--- src/rtl/ifu_fetch_queue_if.sv ---
// Fetch-queue signal bundle: redirect input, instruction-memory handshake,
// decode-side valid/ready output and the sticky protocol error flag.
interface ifu_fetch_queue_if;
    logic        redirect_valid;
    logic [31:0] redirect_pc;
    logic        imem_req;
    logic [31:0] imem_addr;
    logic        imem_gnt;
    logic        imem_rvalid;
    logic [31:0] imem_rdata;
    logic        inst_valid;
    logic        inst_ready;
    logic [31:0] inst_pc;
    logic [31:0] inst_word;
    logic        protocol_err;

    modport slave (
        input  redirect_valid, redirect_pc, imem_gnt, imem_rvalid, imem_rdata, inst_ready,
        output imem_req, imem_addr, inst_valid, inst_pc, inst_word, protocol_err
    );

    modport master (
        output redirect_valid, redirect_pc, imem_gnt, imem_rvalid, imem_rdata, inst_ready,
        input  imem_req, imem_addr, inst_valid, inst_pc, inst_word, protocol_err
    );
endinterface

--- src/rtl/ifu_fetch_queue.sv ---
// Instruction fetch unit: one outstanding imem request, in-order {pc, word}
// queue to decode, redirect flush with epoch-based drop of in-flight responses.
module ifu_fetch_queue #(
    parameter int unsigned DEPTH    = 4,
    parameter logic [31:0] RESET_PC = 32'h0000_3000
) (
    input logic              clk,
    input logic              reset,
    ifu_fetch_queue_if.slave bus
);
    localparam int unsigned PW = $clog2(DEPTH);
    localparam logic [PW:0]   FULL  = (PW+1)'(DEPTH);
    localparam logic [PW:0]   CONE  = 1;
    localparam logic [PW-1:0] PONE  = 1;

    typedef enum logic [1:0] {IDLE, WAIT, DRAIN} state_t;

    state_t        state_q, state_d;
    logic [31:0]   fetch_pc_q, fetch_pc_d;
    logic [PW:0]   count_q, count_d;
    logic [PW-1:0] head_q, head_d, tail_q, tail_d;
    logic          epoch_q, epoch_d;
    logic [31:0]   pending_pc_q, pending_pc_d;
    logic          pending_epoch_q, pending_epoch_d;
    logic          perr_q, perr_d;
    logic [31:0]   mem_pc_q   [DEPTH];
    logic [31:0]   mem_word_q [DEPTH];

    logic issue, grant, enq, deq;

    always_comb begin
        state_d         = state_q;
        fetch_pc_d      = fetch_pc_q;
        count_d         = count_q;
        head_d          = head_q;
        tail_d          = tail_q;
        epoch_d         = epoch_q;
        pending_pc_d    = pending_pc_q;
        pending_epoch_d = pending_epoch_q;
        perr_d          = perr_q;

        // Request is masked while reset is held so nothing is granted before the
        // first post-reset cycle.
        issue = reset && (state_q == IDLE) && (count_q < FULL) && !bus.redirect_valid;
        grant = issue && bus.imem_gnt;
        enq   = bus.imem_rvalid && (state_q == WAIT) && (pending_epoch_q == epoch_q)
                && !bus.redirect_valid;
        deq   = (count_q != '0) && bus.inst_ready && !bus.redirect_valid;

        if (bus.imem_rvalid && state_q == IDLE)
            perr_d = 1'b1;

        if (bus.redirect_valid) begin
            count_d    = '0;
            head_d     = '0;
            tail_d     = '0;
            epoch_d    = ~epoch_q;
            fetch_pc_d = bus.redirect_pc & ~32'h3;
            // A response landing in the redirect cycle retires the outstanding request.
            if (state_q != IDLE)
                state_d = bus.imem_rvalid ? IDLE : DRAIN;
        end else begin
            if (grant) begin
                pending_pc_d    = fetch_pc_q;
                pending_epoch_d = epoch_q;
                fetch_pc_d      = fetch_pc_q + 32'd4;
                state_d         = WAIT;
            end
            if (bus.imem_rvalid && state_q != IDLE)
                state_d = IDLE;
            if (enq)
                tail_d = tail_q + PONE;
            if (deq)
                head_d = head_q + PONE;
            case ({enq, deq})
                2'b10:   count_d = count_q + CONE;
                2'b01:   count_d = count_q - CONE;
                default: count_d = count_q;
            endcase
        end
    end

    always_ff @(posedge clk) begin
        if (!reset) begin
            state_q         <= IDLE;
            fetch_pc_q      <= RESET_PC;
            count_q         <= '0;
            head_q          <= '0;
            tail_q          <= '0;
            epoch_q         <= 1'b0;
            pending_pc_q    <= '0;
            pending_epoch_q <= 1'b0;
            perr_q          <= 1'b0;
        end else begin
            state_q         <= state_d;
            fetch_pc_q      <= fetch_pc_d;
            count_q         <= count_d;
            head_q          <= head_d;
            tail_q          <= tail_d;
            epoch_q         <= epoch_d;
            pending_pc_q    <= pending_pc_d;
            pending_epoch_q <= pending_epoch_d;
            perr_q          <= perr_d;
        end
    end

    always_ff @(posedge clk) begin
        if (enq) begin
            mem_pc_q[tail_q]   <= pending_pc_q;
            mem_word_q[tail_q] <= bus.imem_rdata;
        end
    end

    assign bus.imem_req     = issue;
    assign bus.imem_addr    = fetch_pc_q;
    assign bus.inst_valid   = (count_q != '0);
    assign bus.inst_pc      = bus.inst_valid ? mem_pc_q[head_q]   : '0;
    assign bus.inst_word    = bus.inst_valid ? mem_word_q[head_q] : '0;
    assign bus.protocol_err = perr_q;
endmodule

--- src/flat_wrapper.sv ---
// flat-port wrapper written by rule: the top's interface ports become plain ports
module ifu_fetch_queue_flat 
#(
    parameter int unsigned DEPTH    = 4,
    parameter logic [31:0] RESET_PC = 32'h0000_3000
)
  (clk, reset, bus_redirect_valid, bus_redirect_pc, bus_imem_gnt, bus_imem_rvalid, bus_imem_rdata, bus_inst_ready, bus_imem_req, bus_imem_addr, bus_inst_valid, bus_inst_pc, bus_inst_word, bus_protocol_err);
  ifu_fetch_queue_if bus_i ();
  input logic clk;
  input logic reset;
  input wire logic [$bits(bus_i.redirect_valid)-1:0] bus_redirect_valid;
  input wire logic [$bits(bus_i.redirect_pc)-1:0] bus_redirect_pc;
  input wire logic [$bits(bus_i.imem_gnt)-1:0] bus_imem_gnt;
  input wire logic [$bits(bus_i.imem_rvalid)-1:0] bus_imem_rvalid;
  input wire logic [$bits(bus_i.imem_rdata)-1:0] bus_imem_rdata;
  input wire logic [$bits(bus_i.inst_ready)-1:0] bus_inst_ready;
  output wire logic [$bits(bus_i.imem_req)-1:0] bus_imem_req;
  output wire logic [$bits(bus_i.imem_addr)-1:0] bus_imem_addr;
  output wire logic [$bits(bus_i.inst_valid)-1:0] bus_inst_valid;
  output wire logic [$bits(bus_i.inst_pc)-1:0] bus_inst_pc;
  output wire logic [$bits(bus_i.inst_word)-1:0] bus_inst_word;
  output wire logic [$bits(bus_i.protocol_err)-1:0] bus_protocol_err;
  assign bus_i.redirect_valid = bus_redirect_valid;
  assign bus_i.redirect_pc = bus_redirect_pc;
  assign bus_i.imem_gnt = bus_imem_gnt;
  assign bus_i.imem_rvalid = bus_imem_rvalid;
  assign bus_i.imem_rdata = bus_imem_rdata;
  assign bus_i.inst_ready = bus_inst_ready;
  assign bus_imem_req = bus_i.imem_req;
  assign bus_imem_addr = bus_i.imem_addr;
  assign bus_inst_valid = bus_i.inst_valid;
  assign bus_inst_pc = bus_i.inst_pc;
  assign bus_inst_word = bus_i.inst_word;
  assign bus_protocol_err = bus_i.protocol_err;
  ifu_fetch_queue #(.DEPTH(DEPTH), .RESET_PC(RESET_PC)) u_core (.clk(clk), .reset(reset), .bus(bus_i));
endmodule
--- config.mk ---
export PLATFORM = sky130hd
export DESIGN_NAME = ifu_fetch_queue_flat
export DESIGN_NICKNAME = d
export VERILOG_FILES = /design/src/rtl/ifu_fetch_queue_if.sv /design/src/rtl/ifu_fetch_queue.sv /design/src/flat_wrapper.sv
export SDC_FILE = /design/constraint.sdc
export NUM_CORES = 1
export LEC_CHECK = 0
export CAP_MARGIN = 20
export CELL_PAD_IN_SITES_DETAIL_PLACEMENT = 1
export CELL_PAD_IN_SITES_GLOBAL_PLACEMENT = 1
export CORE_MARGIN = 5
export CORE_UTILIZATION = 30
export CTS_CLUSTER_SIZE = 14
export DETAILED_ROUTE_END_ITERATION = 8
export DONT_BUFFER_PORTS = 1
export GPL_TIMING_DRIVEN = 1
export HOLD_SLACK_MARGIN = 0.15
export PLACE_DENSITY = 0.58
export RECOVER_POWER = 100
export REMOVE_ABC_BUFFERS = 1
export SLEW_MARGIN = 20
export SYNTH_ARGS = -nofsm -noshare
export SYNTH_HDL_FRONTEND = slang
export SYNTH_SLANG_ARGS = --single-unit
export TNS_END_PERCENT = 1
--- constraint.sdc ---
create_clock -name clk -period 4.8 [get_ports clk]
set_clock_uncertainty 0.1 [all_clocks]
set_input_delay 0.48 -clock clk [delete_from_list [all_inputs] [get_ports clk]]
set_output_delay 0.48 -clock clk [all_outputs]
set_load 0.1 [all_outputs]
==> run metrics, run 1 <==
run status=finished with violations; failing checks=max-capacitance violations, max-slew violations; PortBufs=0; Lkg Pwr=approximately 5.0 nW; chip width=approximately 220 um; Worst Path Class, Setup=flip-flop to output pin; Final Critical Period=~4 ns; Mapped Avg Cell Area=approximately 15 um2; endpoint class of the critical path=output pin; Required @ worst endpoint=4.22 ns; DR pass1 iterations=4; DR top layer=met5; P per Cell Area=a little under 400 nW/um2; First DRT Iteration DRCs=roughly 320; gr usage total=0.1451; Die Y=217.8 um; Synth Area in Compound Gates=0.05081; Worst Path Arrival=around 3.3 ns; slowest CP cell=dfxtp_2; CTS tree=done; routed wl met3=1946 um; layout cells sized above 1=0.2116; antenna violations before repair=1; DIE AREA=around 47,000 um2; met2 wire length=16,630 um; Yosys Warn Count=0; Core Box Area=roughly 43,000 um2; met1 WL=14,990 um; via count=around 7,300; critical path's top delay family=flip-flops; clock latency on the worst-skew pair=0.55 ns; R2R depth=4; CP bufs+invs=1; RSZ-0062 raised after global routing=no; EDFF count, synth=248; I/O pin cnt=roughly 170; Post-CTS Setup Inserts=0; Via-to-Cell Ratio=around 4.7; post-synthesis cell area=between 10,000 and 15,000 um2; DRT Wirelength=34,390 um; Mapped Cells=836; Area growth syn-to-layout=21.00%; Post-synth ARST share=0; number of global-route vias before repair=7,998; clk sink count=around 320; Yosys reg bits=322; Row Count=76; CTS root buffer=clkbuf_16; Simple-Gate Fraction of Synth Area=0.1044; Distinct cells, synth=between 50 and 60; CP max FO=36; Reg clk slew, reported paths=~0.06 ns; RD Place Congestion=0.7112; final slew viol count=70; grt total ovfl=0; CP cell instances=buf_12, mux4_2, nor2b_2; antenna cells=0; CTS max path bufs=3; CP startpoint kind=flip-flop; RR Startpoint=u_core.state_q[0]; CTS H-tree lvls=2; Final ANT Viol Nets=0; Hold WS=0.2243 ns; CTS buffer count=37; XOR/XNOR Fraction of Synth Area=0.01690; Slew HR=-0.1119; WL per Instance=between 20 and 25 um; Final HPWL DP=about 21,000 um; f_max=around 260 MHz; mux cell area share after synthesis=0.1094; Final Setup Violations=0; Starting Density=0.3020; Crit Reg-Reg Endpoint=u_core.mem_word_q[0][16]; combinational family with the most area after synthesis=multiplexers; first-pass GRT wire length=51,580 um; Main synth FF type=edfxtp_1; Largest stage delay, worst path=1.14 ns; R2R setup slack=a little over 0.9 ns; Post-Synth Adder-Cell Area=0.007342; Remaining DRCs=0; largest net degree at the start of global routing=64; Final Hold Vio Count=0; Tcrit/Tclk final=0.8119; max cap viols=7; Seq/Total Area, Yosys=0.6893; WP depth=3; Finished Core Util=0.3654; VDD IR max=approximately 0.00021 V; worst slew pin tran=1.664 ns; capture point of the critical path=bus_inst_pc[19]; nets@finish=a little over 1,000; worst min path class=primary input to flip-flop
-- layer usage --
metal / global-route usage / vias up
met1: 0.1892 / 3743
met2: 0.2392 / 167
met3: 0.03846 / 55
met5: 0 / -
met4: 0.04354 / 2
li1: - / 3344
-- flip-flops by register name (all words and copies together) (netlist names), named ones only --
name,count
u_core.mem_word_q,128
u_core.mem_pc_q,120
u_core.bus.imem_addr,30
u_core.pending_pc_q,30
u_core.count_q,3
u_core.head_q,2
u_core.state_q,2
u_core.tail_q,2
u_core.bus.protocol_err,1
u_core.epoch_q,1
u_core.pending_epoch_q,1
-- worst min-delay path by stage --
stage | startpoint | end | slack (ns) | depth (start not counted)
floorplan | u_core.pending_epoch_q | u_core.pending_epoch_q | 0.36 | 2
global placement | u_core.pending_epoch_q | u_core.pending_epoch_q | 0.36 | 2
detailed placement | u_core.pending_epoch_q | u_core.pending_epoch_q | 0.38 | 2
CTS | bus_redirect_valid | u_core.bus.imem_addr[10] | 0.17 | 3
global route | reset | u_core.state_q[0] | 0.21 | 2
finish | bus_redirect_valid | u_core.bus.imem_addr[10] | 0.22 | 3
-- worst reg2reg max path, cell delays in order, from the launching register on --
cell	delay (ns)
dfxtp_1	0.46
nand2_1	0.08
nor4_1	1.07
and2_4	0.69
clkbuf_1	1.08
-- report_power, final --
group | internal [mW] | switching, mW
Sequential | 3.02 | 0.0488
Combinational | 0.0916 | 0.257
Clock | 1.58 | 1.11
Total | 4.68 | 1.42
-- cells in the mapped netlist (5+ instances only) --
library cell    n  area, um2
edfxtp_1      248       7447
nand2_1        99      371.6
dfxtp_1        74       1481
nor2b_1        66      412.9
mux4_2         62       1396
a21boi_1       31      232.7
o21ai_0        31      155.2
clkbuf_1       28      105.1
xnor2_1        18      157.7
buf_2          15      75.07
a21oi_1        14      70.07
nor3_1         14      70.07
nor2_1         13      48.80
inv_1          11      41.29
nand3_1        10      50.05
nand4_1         9      56.30
and2_1          7      43.79
xor2_1          7      61.31
ha_1            6      75.07
nor4_2          6      75.07
o21ai_1         6      30.03
and3_1          5      31.28
buf_1           5      18.77
buf_4           5      37.54
o211a_1         5      50.05
-- stage by stage --
| step | setup TNS, ns | worst slack (ns) | total power [mW] | cells | cell area [um2] |
|---|---|---|---|---|---|
| 6_report | 0 | 0.9030 | 6.102 | 1549 | 15670 |
| 5_1_grt | 0 | 0.5722 | 6.345 | 1549 | 15670 |
| 4_1_cts | 0 | 1.136 | 6.212 | 1549 | 15850 |
| 3_5_place_dp | 0 | 1.729 | 3.419 | 1414 | 14000 |
| 3_3_place_gp | 0 | 1.709 | 3.416 | 1414 | 14000 |
| 2_1_floorplan | -67.70 | -1.062 | 3.338 | 786 | 12730 |
-- cell type report --
cell class,instances,area [um2]
repair buffers,110,940.9
flip-flops and latches,322,8934
inverters,11,41.29
clock inverters,15,101.3
fillers,4367,27210
well taps,585,732.0
multi-input cells,453,3875
clock buffers,53,1049
-- cells by family after synthesis --
group	Yosys count
flip-flops	322
AND/OR/NAND/NOR	251
AO/OA/AOI/OAI	102
multiplexers	64
buffers and inverters	64
XOR/XNOR	25
adder cells (fa/ha/maj)	7
other	1
-- repair_timing --
| item | in CTS | in global routing |
|---|---|---|
| endpoints found under the setup margin | 0 | 0 |
| endpoints found under the hold margin | 196 | 0 |
| hold buffers | 67 | 0 |
| resized for setup | 0 | 0 |
-- layout by cell type, fill, tap and decap left out, types with 6 or more instances in the layout --
cell / synthesis / layout
mux4_2: 62 / 62
o21ai_0: 31 / 35
inv_1: 11 / 11
xnor2_1: 18 / 18
nand3_1: 10 / 10
buf_4: 5 / 10
nor4_1: 4 / 9
nand4_1: 9 / 10
nand2_1: 99 / 99
nor2_1: 13 / 13
a21boi_0: 3 / 33
nor2b_2: 0 / 61
a21oi_1: 14 / 14
nor3_1: 14 / 15
clkinv_1: 0 / 6
clkbuf_16: 0 / 39
dfxtp_1: 74 / 72
xor2_1: 7 / 7
clkbuf_1: 28 / 40
edfxtp_1: 248 / 248
dlygate4sd3_1: 0 / 65
ha_1: 6 / 6
Power figures use the tool's default switching activity.
==> run 2: changes to the inputs <==
==> constraint.sdc (replaced) <==
create_clock -name clk -period 3.6 [get_ports clk]
set_clock_uncertainty 0.1 [all_clocks]
set_input_delay 0.36 -clock clk [delete_from_list [all_inputs] [get_ports clk]]
set_output_delay 0.36 -clock clk [all_outputs]
set_load 0.1 [all_outputs]
==> run metrics, run 2 (same netlist as run 1, synthesis figures left out) <==
DIE AREA=47,430 um2 (unchanged); DRT Wirelength=34,470 um (was 34,390 um); Worst Path Arrival=3.60 ns (was 3.32 ns); Via-to-Cell Ratio=4.697 (was 4.720); First DRT Iteration DRCs=339 (was 318); Lkg Pwr=5.404 nW (was 4.974 nW); largest net degree at the start of global routing=65 (was 64); Final Setup Violations=0 (unchanged); RR Startpoint=u_core.bus.imem_addr[28] (was u_core.state_q[0]); run status=finished with violations (unchanged); Top Usage Layer GRT=met2 (unchanged); Tcrit/Tclk final=0.8944; number of global-route vias before repair=8,312 (was 7,998); Placed Cells incl. Taps=1,479 (was 1,414); NetSw=1.896 mW (was 1.419 mW); Die Y=217.8 um (unchanged); Critical Path Source=u_core.bus.imem_addr[28]; final slew viol count=20 (was 70); Remaining DRCs=0 (unchanged); RSZ-0062 raised after global routing=no (unchanged); CP startpoint kind=flip-flop (unchanged); commonest non-fill, non-tap cells in the layout=edfxtp_1 (248), nand2_1 (99), dlygate4sd3_1 (87), dfxtp_1 (72) (was edfxtp_1 (248), nand2_1 (99), dfxtp_1 (72), dlygate4sd3_1 (65), mux4_2 (62)); clock power share=0.432 (was 0.441); Switching Share=0.2346 (was 0.2326); total power=8.080 mW (was 6.102 mW); Crit Reg-Reg Endpoint=u_core.bus.imem_addr[28] (was u_core.mem_word_q[0][16]); logic gate share of total power=0.067 (was 0.057); worst hold start=bus_redirect_valid (unchanged); Final WS setup=0.3801 ns (was 0.9030 ns); Area growth syn-to-layout=25.93% (was 21.00%); worst slew pin tran=1.525 ns (was 1.664 ns); CTS tree=done (unchanged); most common cell after layout, fill and taps aside=edfxtp_1 (unchanged); CTS max path bufs=3 (unchanged); clock latency on the worst-skew pair=0.55 ns (about the same); first-pass GRT wire length=52,160 um (was 51,580 um); RD Place Congestion=0.6938 (was 0.7112); endpoint class of the critical path=flip-flop (was output pin); worst min path class=primary input to flip-flop (unchanged); CTS root buffer=clkbuf_16 (unchanged); P per Cell Area=495.4 nW/um2 (was 389.3 nW/um2); WL per Instance=21.07 um (was 22.20 um); Most flops, register=u_core.mem_word_q (unchanged); max FFs per register=128 (unchanged); Reg clk slew, reported paths=0.06 ns (about the same); CP max FO=5 (was 36); max cap viols=3 (was 7); Post-CTS Setup Inserts=0 (unchanged); non-filler cells, final=1,636 (was 1,549); I/O pin cnt=169 (unchanged); Row Count=76 (unchanged); M2 GR Usage=0.2341 (was 0.2392); CTS buffer count=38 (was 37); Final HPWL DP=19,580 um (was 20,870 um); R2R depth=7 (was 4); Starting Density=0.3020 (unchanged); VDD IR max=0.0002422 V (was 0.0002082 V); sequential power share=0.502 (about the same); via count=7,684 (was 7,311); failing checks=max-capacitance violations, max-slew violations (unchanged); Worst Path Class, Setup=flip-flop to flip-flop (was flip-flop to output pin); gr usage total=0.1453 (was 0.1451); clk sink count=322 (unchanged); grt total ovfl=0 (unchanged); CTS H-tree lvls=2 (unchanged); Required @ worst endpoint=3.98 ns (was 4.22 ns); Int Power=6.184 mW (was 4.683 mW); DP Area=14,560 um2 (was 14,000 um2); layout cells sized above 1=0.2612 (was 0.2116); nets@finish=1,100 (was 1,012); Slew HR=-0.01639 (was -0.1119); R2R setup slack=0.38 ns (was 0.91 ns); Core Box Area=42,890 um2 (unchanged); fin area=16,310 um2 (was 15,670 um2); Final ANT Viol Nets=0 (unchanged); Place WS=0.8399 ns (was 1.729 ns); chip width=217.8 um (unchanged); antenna violations before repair=3 (was 1); Largest regs=u_core.mem_word_q (128), u_core.mem_pc_q (120) (unchanged); Final Hold Vio Count=0 (unchanged); Hold Path Depth=3 (unchanged); met1 usage=0.1938 (was 0.1892); PortBufs=0 (unchanged); f_max=between 300 and 400 MHz; Final Critical Period=approximately 3.2 ns; DR pass1 iterations=4 (unchanged); grt met3 use=0.04012 (was 0.03846)
## run 2: critical path: stages (launching register included)
cell	delay [ns]
dfxtp_1	0.32
clkbuf_1	1.03
o21ai_0	0.23
o21ai_0	0.20
dlygate4sd3_1	0.56
nand2_1	0.05
dlygate4sd3_1	0.57
o21ai_1	0.08
## run 2: layer usage
metal,vias to the layer above,routed length [um]
met2,182,16420
li1,3522,-
met4,0,664
met5,-,0
met3,46,2232
met1,3934,15150
## run 2: final cells by class
type                            instances  area [um2]
Antenna cell                            2       5.005
Inverter                               11       41.29
Timing Repair Buffer                  197        1598
Multi-Input combinational cell        453        3882
Tap cell                              585       732.0
Clock inverter                         21       141.4
Fill cell                            4385       26580
Sequential cell                       322        8934
Clock buffer                           45       977.2
## run 2: worst max path at each step
stage / end / slack, ns / depth (start not counted)
finish: u_core.bus.imem_addr[28] / 0.38 / 7
global placement: u_core.bus.imem_addr[27] / 0.87 / 6
floorplan: bus_inst_pc[10] / -2.14 / 2
detailed placement: u_core.bus.imem_addr[27] / 0.84 / 6
global route: bus_inst_word[26] / 0.27 / 4
CTS: bus_inst_pc[3] / 0.56 / 4
## run 2: through the flow
step / util / hold WS (ns) / TNS, ns
2_1_floorplan: - / 0.3361 / -143.61
3_3_place_gp: 0.3396 / 0.3367 / 0
3_5_place_dp: 0.3396 / 0.3419 / 0
4_1_cts: 0.3871 / 0.1673 / 0
5_1_grt: 0.3803 / 0.1902 / 0
6_report: 0.3803 / 0.1935 / 0
## run 2: power by group through the flow
stage / combinational (mW) / clock (mW) / sequential [mW]
2_1_floorplan: 0.149 / 0 / 4.30
3_3_place_gp: 0.437 / 0 / 4.13
3_5_place_dp: 0.439 / 0 / 4.13
4_1_cts: 0.563 / 3.63 / 4.05
5_1_grt: 0.573 / 3.78 / 4.05
6_report: 0.539 / 3.49 / 4.05
## run 2: timing repair
item                       CTS  global route
hold buffers                89             0
resized for setup            0             0
setup endpoints to repair    0             0
hold endpoints to repair   199             0
==> run 3: changes to the inputs <==
--- a/config.mk
+++ b/config.mk
@@ -8,7 +8,7 @@
 export CAP_MARGIN = 20
 export CELL_PAD_IN_SITES_DETAIL_PLACEMENT = 1
 export CELL_PAD_IN_SITES_GLOBAL_PLACEMENT = 1
-export CORE_MARGIN = 5
+export CORE_MARGIN = 2
 export CORE_UTILIZATION = 30
 export CTS_CLUSTER_SIZE = 14
 export DETAILED_ROUTE_END_ITERATION = 8
==> run metrics, run 3 (same netlist as run 1, synthesis figures left out) <==
run status=finished with violations (unchanged); Row Count=76 (unchanged); CTS H-tree lvls=2 (unchanged); antenna cells=0 (was 2); most common cell after layout, fill and taps aside=edfxtp_1 (unchanged); R2R setup slack=0.26 ns (was 0.38 ns); failing checks=max-capacitance violations, max-slew violations (unchanged); Finished Core Util=0.3840 (was 0.3803); Worst Path Class, Setup=primary input to flip-flop (was flip-flop to flip-flop); RSZ-0062 raised after global routing=no (unchanged); Tcrit/Tclk final=0.9357 (was 0.8944); grt total ovfl=0 (unchanged); gr usage total=0.1549 (was 0.1453); max cap viols=3 (unchanged); number of global-route vias before repair=8,404 (was 8,312); Lkg Pwr=5.458 nW (was 5.404 nW); Critical Path Source=reset (was u_core.bus.imem_addr[28]); Largest regs=u_core.mem_word_q (128), u_core.mem_pc_q (120) (unchanged); f_max=296.9 MHz (was 310.6 MHz); endpoint class of the critical path=flip-flop (unchanged); CTS buffer count=38 (unchanged); WP depth=9 (was 7); DR pass1 iterations=4 (unchanged); nets@finish=1,109 (was 1,100); Crit Reg-Reg Endpoint=u_core.bus.imem_addr[24] (was u_core.bus.imem_addr[28]); RD Place Congestion=0.7166 (was 0.6938); Worst Path Arrival=3.76 ns (was 3.60 ns); Area growth syn-to-layout=27.13% (was 25.93%); Final WS setup=0.2316 ns (was 0.3801 ns); WL per Instance=20.47 um (was 21.07 um); PortBufs=0 (unchanged); Hold WS=0.2759 ns (was 0.1935 ns); Required @ worst endpoint=4.00 ns (was 3.98 ns); largest net degree at the start of global routing=66 (was 65); Slew HR=-0.02639 (was -0.01639); worst slew pin tran=1.540 ns (was 1.525 ns); Final HPWL DP=20,400 um (was 19,580 um); clk sink count=322 (unchanged); P per Cell Area=499.5 nW/um2 (was 495.4 nW/um2); Final Setup Violations=0 (unchanged); capture point of the critical path=u_core.bus.imem_addr[24] (was u_core.bus.imem_addr[28]); clock latency on the worst-skew pair=0.55 ns (about the same); Final ANT Viol Nets=0 (unchanged); First DRT Iteration DRCs=397 (was 339); Core Box Area=42,890 um2 (unchanged); Reg clk slew, reported paths=0.06 ns (about the same); CTS root buffer=clkbuf_16 (unchanged); VDD IR max=0.0002594 V (was 0.0002422 V); R2R depth=7 (unchanged); CP max FO=65 (was 5); DIE AREA=44,850 um2 (was 47,430 um2); CTS max path bufs=3 (unchanged); total power=8.225 mW (was 8.080 mW); via count=7,740 (was 7,684); RR Startpoint=u_core.bus.imem_addr[5] (was u_core.bus.imem_addr[28]); Via-to-Cell Ratio=4.705 (was 4.697); slowest CP cell=dlygate4sd3_1 (was clkbuf_1); Starting Density=0.3020 (unchanged); worst min path class=primary input to flip-flop (unchanged); CP startpoint kind=primary input (was flip-flop); commonest non-fill, non-tap cells in the layout=edfxtp_1 (248), nand2_1 (99), dlygate4sd3_1 (95), dfxtp_1 (72), nor2b_2 (63) (was edfxtp_1 (248), nand2_1 (99), dlygate4sd3_1 (87), dfxtp_1 (72)); Place WS=1.041 ns (was 0.8399 ns); Largest stage delay, worst path=0.66 ns (was 1.03 ns); CTS tree=done (unchanged); CP cell instances=dlygate4sd3_1, buf_16, nor2b_2, nand4_1, nor4_1, a21oi_1, dlygate4sd3_1, a21boi_0, dlygate4sd3_1 (was clkbuf_1, o21ai_0, o21ai_0, dlygate4sd3_1, nand2_1, dlygate4sd3_1, o21ai_1); I/O pin cnt=169 (unchanged); CP bufs+invs=4 (was 3); Final Critical Period=3.368 ns (was 3.220 ns); layout cells sized above 1=0.2594 (was 0.2612); final slew viol count=19 (was 20); Remaining DRCs=0 (unchanged); critical path's top delay family=buffers and inverters (unchanged); chip width=211.8 um (was 217.8 um); max FFs per register=128 (unchanged); first-pass GRT wire length=51,580 um (was 52,160 um); Final Hold Vio Count=0 (unchanged); Die Y=211.8 um (was 217.8 um); DRT Wirelength=33,680 um (was 34,470 um); antenna violations before repair=1 (was 3); most used cell, CP=dlygate4sd3_1; Most flops, register=u_core.mem_word_q (unchanged); Fill cells=4,359 (was 4,385)
[run 3: report_power, final]
| part | switching [mW] | leakage, nW | internal (mW) | total, mW |
|---|---|---|---|---|
| clock network | 1.52 | 0.574 | 2.12 | 3.63 |
| registers | 0.0351 | 3.01 | 4.02 | 4.06 |
| logic | 0.380 | 1.87 | 0.156 | 0.536 |
[run 3: metal layers]
metal | share of wire | track usage | vias to the layer above | wire [um]
met5 | 0.00039 | 0 | - | 13
met4 | 0.022 | 0.04590 | 2 | 744
met3 | 0.051 | 0.04228 | 56 | 1711
met2 | 0.49 | 0.2602 | 185 | 16490
met1 | 0.44 | 0.1953 | 3955 | 14720
li1 | - | - | 3542 | -
[run 3: worst register-to-register path, stage by stage (launching register included)]
cell,delay [ns]
dfxtp_1,0.34
and2_1,0.33
nand4_1,0.64
nor4_1,0.51
a21oi_1,0.06
dlygate4sd3_1,0.58
a21boi_0,0.18
dlygate4sd3_1,0.56
[run 3: layout make-up]
cell class | instances | area [um2] | share of cell area
clock inverter | 20 | 168.9 | 0.01026
inverter | 11 | 41.29 | 0.002507
tap | 585 | 732.0 | 0.04445
clock buffer | 48 | 998.5 | 0.06063
sequential | 322 | 8936 | 0.5427
multi-input combinational | 453 | 3869 | 0.2349
timing repair buffer | 206 | 1722 | 0.1046
[run 3: what timing repair did]
action,4_1_cts,5_1_grt
buffers inserted,0,0
hold endpoints to repair,199,0
endpoints found under the setup margin,0,1
hold buffers,97,0
resized for setup,0,1
[run 3: metrics by stage]
stage          instances  setup TNS [ns]  instance area [um2]
3_3_place_gp        1480               0                14570
2_1_floorplan        786         -143.61                12730
5_1_grt             1645               0                16470
3_5_place_dp        1480               0                14570
6_report            1645               0                16470
4_1_cts             1645               0                16740
[run 3: worst min path at each step]
stage | startpoint | endpoint | slack [ns] | cells after the start
floorplan | bus_imem_rvalid | u_core.state_q[1] | 0.34 | 1
global placement | bus_imem_rvalid | u_core.state_q[1] | 0.34 | 1
detailed placement | bus_imem_rvalid | u_core.state_q[1] | 0.34 | 1
CTS | bus_imem_gnt | u_core.bus.imem_addr[17] | 0.25 | 3
global route | bus_imem_gnt | u_core.bus.imem_addr[17] | 0.29 | 3
finish | bus_imem_gnt | u_core.bus.imem_addr[17] | 0.28 | 3
